## src/rtl/pc_trace_buffer_if.sv

```systemverilog
// Signal bundle between the CPU-side observer/reader and the PC trace buffer.
// rd_en requests a pop that is honoured only while empty=0; rd_valid then marks rd_data for exactly one cycle.
interface pc_trace_buffer_if #(
  parameter int PC_W  = 9,
  parameter int DEPTH = 16,
  parameter int CNT_W = 16
);
  localparam int LVL_W = $clog2(DEPTH) + 1;

  logic             fetch;
  logic [PC_W-1:0]  pc;
  logic             halt;
  logic             clear;
  logic             watch_en;
  logic [PC_W-1:0]  watch_addr;
  logic             rd_en;
  logic [PC_W-1:0]  rd_data;
  logic             rd_valid;
  logic             empty;
  logic             full;
  logic [LVL_W-1:0] level;
  logic             overflow;
  logic [CNT_W-1:0] fetch_cnt;
  logic             watch_hit;
  logic             watch_seen;
  logic             frozen;
  logic [1:0]       state_dbg;

  modport master (
    output fetch, pc, halt, clear, watch_en, watch_addr, rd_en,
    input  rd_data, rd_valid, empty, full, level, overflow, fetch_cnt,
           watch_hit, watch_seen, frozen, state_dbg
  );

  modport slave (
    input  fetch, pc, halt, clear, watch_en, watch_addr, rd_en,
    output rd_data, rd_valid, empty, full, level, overflow, fetch_cnt,
           watch_hit, watch_seen, frozen, state_dbg
  );
endinterface

```

## src/rtl/pc_trace_buffer.sv

```systemverilog
// Instruction-fetch tracer: records the PC on every IF1 entry into a DEPTH-entry
// FIFO with fetch counter, PC watchpoint and freeze-on-halt for post-run inspection.
module pc_trace_buffer #(
  parameter int PC_W         = 9,
  parameter int DEPTH        = 16,
  parameter int CNT_W        = 16,
  parameter bit STOP_ON_FULL = 1'b0
) (
  input logic               clk,
  input logic               reset,
  pc_trace_buffer_if.slave  bus
);
  localparam int PTR_W = $clog2(DEPTH);
  localparam int LVL_W = PTR_W + 1;
  localparam logic [LVL_W-1:0] LVL_FULL = LVL_W'(DEPTH);

  localparam logic [1:0] S_IDLE   = 2'd0;
  localparam logic [1:0] S_RUN    = 2'd1;
  localparam logic [1:0] S_FROZEN = 2'd2;

  logic [PC_W-1:0]  mem_q [DEPTH];
  logic [1:0]       state_q, state_d;
  logic             fetch_q;
  logic [PTR_W-1:0] wr_ptr_q, wr_ptr_d;
  logic [PTR_W-1:0] rd_ptr_q, rd_ptr_d;
  logic [LVL_W-1:0] level_q, level_d;
  logic             overflow_q, overflow_d;
  logic [CNT_W-1:0] cnt_q, cnt_d;
  logic             watch_hit_q, watch_hit_d;
  logic             watch_seen_q, watch_seen_d;
  logic             rd_valid_q, rd_valid_d;
  logic [PC_W-1:0]  rd_data_q, rd_data_d;

  logic fetch_evt, full, empty, pop, capture, grow;

  assign fetch_evt = bus.fetch & ~fetch_q;
  assign full      = (level_q == LVL_FULL);
  assign empty     = (level_q == '0);
  assign pop       = bus.rd_en & ~empty & ~bus.clear;
  assign capture   = fetch_evt & ~bus.halt & ~bus.clear & (state_q != S_FROZEN)
                   & ~(STOP_ON_FULL & full);
  // A capture into a full buffer only adds an entry if a pop frees a slot this cycle.
  assign grow      = capture & (~full | pop);

  always_comb begin
    state_d      = state_q;
    wr_ptr_d     = wr_ptr_q;
    rd_ptr_d     = rd_ptr_q;
    overflow_d   = overflow_q;
    cnt_d        = cnt_q;
    rd_valid_d   = pop;
    rd_data_d    = pop ? mem_q[rd_ptr_q] : rd_data_q;
    watch_hit_d  = capture & bus.watch_en & (bus.pc == bus.watch_addr);
    watch_seen_d = watch_seen_q | watch_hit_d;
    level_d      = level_q + {{(LVL_W-1){1'b0}}, grow} - {{(LVL_W-1){1'b0}}, pop};

    if (pop || (capture && full)) rd_ptr_d = rd_ptr_q + 1'b1;
    if (capture) begin
      wr_ptr_d = wr_ptr_q + 1'b1;
      if (cnt_q != '1) cnt_d = cnt_q + 1'b1;
      if (full && !pop) overflow_d = 1'b1;
    end

    case (state_q)
      S_IDLE:   if (fetch_evt) state_d = bus.halt ? S_FROZEN : S_RUN;
      S_RUN:    if (bus.halt) state_d = S_FROZEN;
      default:  state_d = S_FROZEN;
    endcase
    if (STOP_ON_FULL && capture && (level_d == LVL_FULL)) state_d = S_FROZEN;

    // rd_data is deliberately left holding its last value across a clear.
    if (bus.clear) begin
      state_d      = S_IDLE;
      wr_ptr_d     = '0;
      rd_ptr_d     = '0;
      level_d      = '0;
      overflow_d   = 1'b0;
      cnt_d        = '0;
      watch_hit_d  = 1'b0;
      watch_seen_d = 1'b0;
      rd_valid_d   = 1'b0;
    end
  end

  always_ff @(posedge clk or posedge reset) begin
    if (reset) begin
      state_q      <= S_IDLE;
      fetch_q      <= 1'b0;
      wr_ptr_q     <= '0;
      rd_ptr_q     <= '0;
      level_q      <= '0;
      overflow_q   <= 1'b0;
      cnt_q        <= '0;
      watch_hit_q  <= 1'b0;
      watch_seen_q <= 1'b0;
      rd_valid_q   <= 1'b0;
      rd_data_q    <= '0;
    end else begin
      state_q      <= state_d;
      fetch_q      <= bus.fetch;
      wr_ptr_q     <= wr_ptr_d;
      rd_ptr_q     <= rd_ptr_d;
      level_q      <= level_d;
      overflow_q   <= overflow_d;
      cnt_q        <= cnt_d;
      watch_hit_q  <= watch_hit_d;
      watch_seen_q <= watch_seen_d;
      rd_valid_q   <= rd_valid_d;
      rd_data_q    <= rd_data_d;
    end
  end

  // Storage needs no reset: entries are unreachable until written because level gates reads.
  always_ff @(posedge clk) begin
    if (capture) mem_q[wr_ptr_q] <= bus.pc;
  end

  assign bus.rd_data    = rd_data_q;
  assign bus.rd_valid   = rd_valid_q;
  assign bus.empty      = empty;
  assign bus.full       = full;
  assign bus.level      = level_q;
  assign bus.overflow   = overflow_q;
  assign bus.fetch_cnt  = cnt_q;
  assign bus.watch_hit  = watch_hit_q;
  assign bus.watch_seen = watch_seen_q;
  assign bus.frozen     = (state_q == S_FROZEN);
  assign bus.state_dbg  = state_q;
endmodule

```

## src/flat_wrapper.sv

```systemverilog
// flat-port wrapper written by rule: the top's interface ports become plain ports
module pc_trace_buffer_flat 
#(
  parameter int PC_W         = 9,
  parameter int DEPTH        = 16,
  parameter int CNT_W        = 16,
  parameter bit STOP_ON_FULL = 1'b0
)
  (clk, reset, bus_fetch, bus_pc, bus_halt, bus_clear, bus_watch_en, bus_watch_addr, bus_rd_en, bus_rd_data, bus_rd_valid, bus_empty, bus_full, bus_level, bus_overflow, bus_fetch_cnt, bus_watch_hit, bus_watch_seen, bus_frozen, bus_state_dbg);
  pc_trace_buffer_if #(.PC_W(PC_W), .DEPTH(DEPTH), .CNT_W(CNT_W)) bus_i ();
  input logic clk;
  input logic reset;
  input wire logic [$bits(bus_i.fetch)-1:0] bus_fetch;
  input wire logic [$bits(bus_i.pc)-1:0] bus_pc;
  input wire logic [$bits(bus_i.halt)-1:0] bus_halt;
  input wire logic [$bits(bus_i.clear)-1:0] bus_clear;
  input wire logic [$bits(bus_i.watch_en)-1:0] bus_watch_en;
  input wire logic [$bits(bus_i.watch_addr)-1:0] bus_watch_addr;
  input wire logic [$bits(bus_i.rd_en)-1:0] bus_rd_en;
  output wire logic [$bits(bus_i.rd_data)-1:0] bus_rd_data;
  output wire logic [$bits(bus_i.rd_valid)-1:0] bus_rd_valid;
  output wire logic [$bits(bus_i.empty)-1:0] bus_empty;
  output wire logic [$bits(bus_i.full)-1:0] bus_full;
  output wire logic [$bits(bus_i.level)-1:0] bus_level;
  output wire logic [$bits(bus_i.overflow)-1:0] bus_overflow;
  output wire logic [$bits(bus_i.fetch_cnt)-1:0] bus_fetch_cnt;
  output wire logic [$bits(bus_i.watch_hit)-1:0] bus_watch_hit;
  output wire logic [$bits(bus_i.watch_seen)-1:0] bus_watch_seen;
  output wire logic [$bits(bus_i.frozen)-1:0] bus_frozen;
  output wire logic [$bits(bus_i.state_dbg)-1:0] bus_state_dbg;
  assign bus_i.fetch = bus_fetch;
  assign bus_i.pc = bus_pc;
  assign bus_i.halt = bus_halt;
  assign bus_i.clear = bus_clear;
  assign bus_i.watch_en = bus_watch_en;
  assign bus_i.watch_addr = bus_watch_addr;
  assign bus_i.rd_en = bus_rd_en;
  assign bus_rd_data = bus_i.rd_data;
  assign bus_rd_valid = bus_i.rd_valid;
  assign bus_empty = bus_i.empty;
  assign bus_full = bus_i.full;
  assign bus_level = bus_i.level;
  assign bus_overflow = bus_i.overflow;
  assign bus_fetch_cnt = bus_i.fetch_cnt;
  assign bus_watch_hit = bus_i.watch_hit;
  assign bus_watch_seen = bus_i.watch_seen;
  assign bus_frozen = bus_i.frozen;
  assign bus_state_dbg = bus_i.state_dbg;
  pc_trace_buffer #(.PC_W(PC_W), .DEPTH(DEPTH), .CNT_W(CNT_W), .STOP_ON_FULL(STOP_ON_FULL)) u_core (.clk(clk), .reset(reset), .bus(bus_i));
endmodule
```

## config.mk

```make
export PLATFORM = sky130hd
export DESIGN_NAME = pc_trace_buffer_flat
export DESIGN_NICKNAME = d
export VERILOG_FILES = /design/src/rtl/pc_trace_buffer_if.sv /design/src/rtl/pc_trace_buffer.sv /design/src/flat_wrapper.sv
export SDC_FILE = /design/constraint.sdc
export NUM_CORES = 1
export LEC_CHECK = 0
export CORE_UTILIZATION = 50
export DETAILED_ROUTE_END_ITERATION = 7
export PLACE_DENSITY = 0.82
export SLEW_MARGIN = 0
export SYNTH_ARGS = -nofsm -noshare
export SYNTH_HDL_FRONTEND = slang
export SYNTH_SLANG_ARGS = --single-unit
```

## constraint.sdc

```tcl
create_clock -name clk -period 6.3 [get_ports clk]
set_input_delay 1.26 -clock clk [delete_from_list [all_inputs] [get_ports clk]]
set_output_delay 1.26 -clock clk [all_outputs]
set_load 0.02 [all_outputs]
```

======== Word-level counts from Yosys, hierarchy flattened ========
Memory sizes are Yosys's and may differ from the RTL's. A register that Yosys moved wholly into a read port is not among the register bits.
Cells that the tools add are included.
word-level totals
  bits of input ports ..................... 25
  output and inout port bits .............. 39
  memories kept ........................... 1
  logic and storage cells ................. 74
  memory bits (writable) .................. 144
  register bits after elaboration ......... 36
memories
  name          words  width  read ports  clocked after memory_dff  write ports  line                   source
  u_core.mem_q  16     9      1           1                         1            pc_trace_buffer.sv:21  logic [PC_W-1:0] mem_q [DEPTH];
cells by class
  add/subtract/negate cells ............... 5
  muxes and demuxes ....................... 21
  bitwise logic cells ..................... 16
  eq/ne operators ......................... 8
  reduce and logical (&&, ||, !) cells .... 13
operator list
  operator               number
  $mux 16                3
  $add 16x1->16 const B  1
  $mux 4                 4
  $ne 16x16->1 const B   1
  $and 1x1->1            9
  $eq 9x9->1             1
  $add 4x1->4 const B    2
  $mux 1                 8
  $mux 2                 4
  $reduce_bool 2->1      4
  $reduce_and 2->1       3
  $add 5x1->5            1
  $eq 5x5->1 const B     1
  $logic_not 5->1        1
  $mux 5                 1
  $not 1->1              5
  $sub 5x1->5            1
  $pmux 2 s2             1
  $ne 3x2->1 const B     1
  $ne 3x3->1 const B     1
  $eq 2x1->1 const B     1
  $eq 2x2->1 const B     1
  $logic_and 1x1->1      2
  $logic_not 2->1        1
  4 further kinds        5

======== Longest topological paths before layout ========
  depth after elaboration ................. 9
  gate-level depth with buffers ........... 16
  depth with buffers taken out ............ 15

======== Least setup slack after synthesis ========
OpenSTA, ideal clock, no wires.
  path kind ............................... input -> register
  start ................................... input bus_clear
  end ..................................... register u_core.level_q[4] (netlist: u_core.bus.level[4])
  data arrival time ....................... 3.360 ns
  buffers on the path ..................... 2
  setup time .............................. 0.136 ns
  stages on the path ...................... 13
  setup slack ............................. 2.804 ns
  required time ........................... 6.164 ns
  path through ............................ buf_6 -> or4b_4 -> or2_1 -> buf_6 -> a21oi_1 -> ha_1 -> inv_1 -> fa_1 -> inv_1 -> a21oi_1 -> nor2_1 -> or3_1 -> a21oi_1
on the way
  longest elaborated chain between the ends .. 7
  elaborated cells between the ends (all ways) .. 9
  those cells by class .................... 2 x add/sub; 1 x mux; 6 x bitwise
ends and longest elaborated chain
  what                                       line                                          source
  start: declaration                         flat_wrapper.sv:16                            input wire logic [$bits(bus_i.clear)-1:0] bus_clear;
  $not 1->1                                  pc_trace_buffer.sv:39, pc_trace_buffer.sv:40
  $and 1x1->1 (on tied branches)             pc_trace_buffer.sv:40, pc_trace_buffer.sv:39
  $and 1x1->1 or $or 1x1->1 (tied branches)  pc_trace_buffer.sv:40, pc_trace_buffer.sv:43
  $and 1x1->1                                pc_trace_buffer.sv:43                         assign grow = capture & (~full | pop);
  $add 5x1->5                                pc_trace_buffer.sv:55                         level_d = level_q + {{(LVL_W-1){1'b0}}, grow} - {{(LVL_W-1){1'b0}}, pop};
  $sub 5x1->5                                pc_trace_buffer.sv:55
  $mux 5 (*)                                 pc_trace_buffer.sv:72                         if (bus.clear) begin
  via u_core.level_d[4]                      pc_trace_buffer.sv:26                         logic [LVL_W-1:0] level_q, level_d;
  end signal: assignment                     pc_trace_buffer.sv:103                        level_q <= level_d;
  end: declaration                           pc_trace_buffer.sv:26
The timed path passes the listed nets; every way through them passes the cells marked *.
A chain may end at the register's enable or synchronous reset.

======== Worst setup path in the final report ========
Ends and elaborated chain as after synthesis.

==> out/results.tsv <==
metric	value	unit
status	completed	
CP top delay family	simple AND/OR/NAND/NOR gates	
Leakage	3.223	nW
Yosys top cell by area	edfxtp_1	
Synth async-reset ratio	23.81	%
CTS clock-pin slew for the worst setup and hold paths	0.06	ns
number of synthesized flops with an enable pin	144	
via/cell ratio	5.830	
pre-CTS setup slack	1.726	ns
most frequent cell after synthesis	edfxtp_1	
DIE AREA	0.01629	mm^2
TritonCTS clock tree	built	
initial drt markers	419	
final hold viol count	0	
pwr dens	315.1	mW/mm^2
reg2reg setup slack	2.99	ns
gpl congestion	0.8705	
fill count	1126	
Routed Antenna Nets	0	
sequential area share after synthesis	69.04	%
Final Instance Area	0.009318	mm^2
WL per Instance	21.72	um
clock sink total	189	
Peak VDD IR	0.2097	mV
endpoints failing setup	0	
Final nets	583	
max_slew headroom	30.63	%
Worst-Margin Slew	1.041	ns
crit path capture type	register	
Slew Viols, Final	0	
Final Power	0.002936	W
row count	45	
DRC	0	
number of H-tree levels	4	
Final HPWL DP	10.90	mm
io pins	64	
Max stage delay on crit path	0.67	ns
mean area per synthesized cell	16.34	um^2
Synth warnings	0	
Max Buffers Root-to-Sink	2	
layout cells sized above 1	14.52	%
WP data required	6.58	ns
WP data arrival	4.43	ns
fin crit share	65.89	%
number of global-route vias before repair	4658	
Yosys top cell area share	54.78	%
crit path buf inv count	4	
first drt pass iteration count	5	
DR vias	4483	
top cells by count, synth	edfxtp_1, dfrtp_1, mux4_2	
GR Util All Layers	22.31	%
Worst Clk Skew	0.008428	ns
hold crit path type	reg -> reg	
Netlist cell types	52	
setup ws final	2.149	ns
chip height	127.7	um
fin util	60.84	%
CP max stage cell	clkdlybuf4s50_1	
RSZ-0062 raised after global routing	no	
post-layout minimum cycle time	4.151	ns
Worst-Skew Late Latency	0.43	ns
area delta synth->final	18.04	%
Root Driver	clkbuf_16	
port bufs	63	
hold_buf cts	0	
largest net degree at the start of global routing	46	
Max-cap violations	0	
post-cts resize count	0	
critical-path maximum fanout	14	
cells after synthesis	483	
drt total wl	16.71	mm
Peak Freq	240.9	MHz
CTS buffer count	17	
Die W	127.7	um
ant diodes	0	
core outline area	0.01531	mm^2
total grt overflow	0	
initial antenna violation count	0	
Post-DP Area	0.008713	mm^2
Initial Util	51.54	%
startpoint types	input pin	
CP dominant cell by count	a21oi_1	
Setup Buffers After CTS	0	
synthesis-stage register bit count	189	
crit path cell chain	clkdlybuf4s50_1 -> buf_4 -> or4b_4 -> or2_1 -> a21oi_1 -> ha_1 -> inv_1 -> fa_1 -> inv_1 -> a21oi_1 -> nor2_1 -> or3_1 -> a21oi_1	
syn_nets	521	
global-route wire length before repair	26.16	mm
CP Class	in -> reg	
mapped cell area	0.007894	mm^2
setup_tns	0	ns
commonest register cell after synthesis	edfxtp_1	
Synth area leaders	edfxtp_1, dfrtp_1, mux4_2	
==> metrics by stage <==
step | std cells | hold slack, ns
detailed placement | 737 | 0.4739
floorplan | 483 | 0.5291
global route | 769 | 0.5036
global placement | 737 | 0.4623
CTS | 769 | 0.4880
finish | 769 | 0.4810
==> layer usage <==
metal	wire [um]	GRT usage, %
met1	7041	30.13
met2	8120	36.16
met3	1244	4.925
met4	298	7.820
met5	0	0
==> flip-flops by register name, summed over array words and instances, names as in the netlist <==
register               cells
u_core.mem_q             144
u_core.bus.fetch_cnt      16
u_core.bus.rd_data         9
u_core.bus.level           5
u_core.rd_ptr_q            4
u_core.wr_ptr_q            4
u_core.bus.state_dbg       2
u_core.bus.overflow        1
u_core.bus.rd_valid        1
u_core.bus.watch_hit       1
u_core.bus.watch_seen      1
u_core.fetch_q             1
==> logic make-up (layout without fill, tap and decap cells) <==
family          after synthesis  after routing  share of synthesized area, %
fa+ha+maj                    13             13                         2.156
buf+inv                      41            116                         2.219
flops                       189            189                         69.04
simple gates                115            115                         7.973
compound gates               56             56                         4.422
mux                          50             50                         12.08
xor+xnor                     19             19                         2.108
==> placed cells by master (no fill, tap or decap), types with 3 or more instances in the layout <==
| cell type | count |
|---|---|
| edfxtp_1 | 144 |
| clkdlybuf4s50_1 | 63 |
| dfrtp_1 | 43 |
| mux4_2 | 36 |
| nand2_1 | 34 |
| o21ai_0 | 24 |
| nor2_1 | 17 |
| clkbuf_16 | 17 |
| inv_1 | 14 |
| nand3_1 | 12 |
| xnor2_1 | 12 |
| mux2i_1 | 12 |
| ha_1 | 12 |
| and2_1 | 9 |
| o221ai_1 | 8 |
| nand4_1 | 7 |
| a21oi_1 | 7 |
| xor2_1 | 7 |
| and4_1 | 5 |
| and3_1 | 5 |
| buf_4 | 5 |
| nor2b_1 | 4 |
| nor3_1 | 4 |
| clkinv_1 | 4 |
| bufinv_16 | 4 |
| or3_1 | 3 |
| a31oi_1 | 3 |
| o31ai_1 | 3 |
| a21o_1 | 3 |
| clkinv_2 | 3 |
==> power by group <==
part           switching (W)  internal, W
clock network       0.000433     0.000659
registers          0.0000499      0.00139
logic               0.000215     0.000191
==> final timing paths <==
kind                                                     end  cells past startpoint                         startpoint
min reg2reg                u_core.bus.rd_data[5]$_DFFE_PP0P_                      2  u_core.bus.rd_data[5]$_DFFE_PP0P_
min                        u_core.bus.rd_data[5]$_DFFE_PP0P_                      2  u_core.bus.rd_data[5]$_DFFE_PP0P_
max                            u_core.bus.level[4]$_DFF_PP0_                     13                          bus_clear
max reg2reg                    u_core.bus.level[4]$_DFF_PP0_                     15      u_core.bus.level[2]$_DFF_PP0_
min in group asynchronous           u_core.fetch_q$_DFF_PP0_                      2                              reset
max in group asynchronous     u_core.rd_ptr_q[1]$_DFFE_PP0P_                      2                              reset
==> cell type report <==
| type | instances | area [um^2] | area share [%] |
|---|---|---|---|
| clock buffer | 19 | 432.9 | 4.646 |
| timing repair buffer | 68 | 668.1 | 7.171 |
| clock inverter | 13 | 171.4 | 1.840 |
| sequential | 189 | 5453 | 58.52 |
| tap | 211 | 264.0 | 2.833 |
| multi-input combinational | 253 | 2268 | 24.35 |
| inverter | 16 | 60.06 | 0.6446 |
==> tightest hold or removal path, stage by stage (launching register included) <==
cell and delay [ns]:
dfrtp_1 0.35, nand2_1 0.04, o21ai_0 0.06
(Power assumes the default switching activity.)
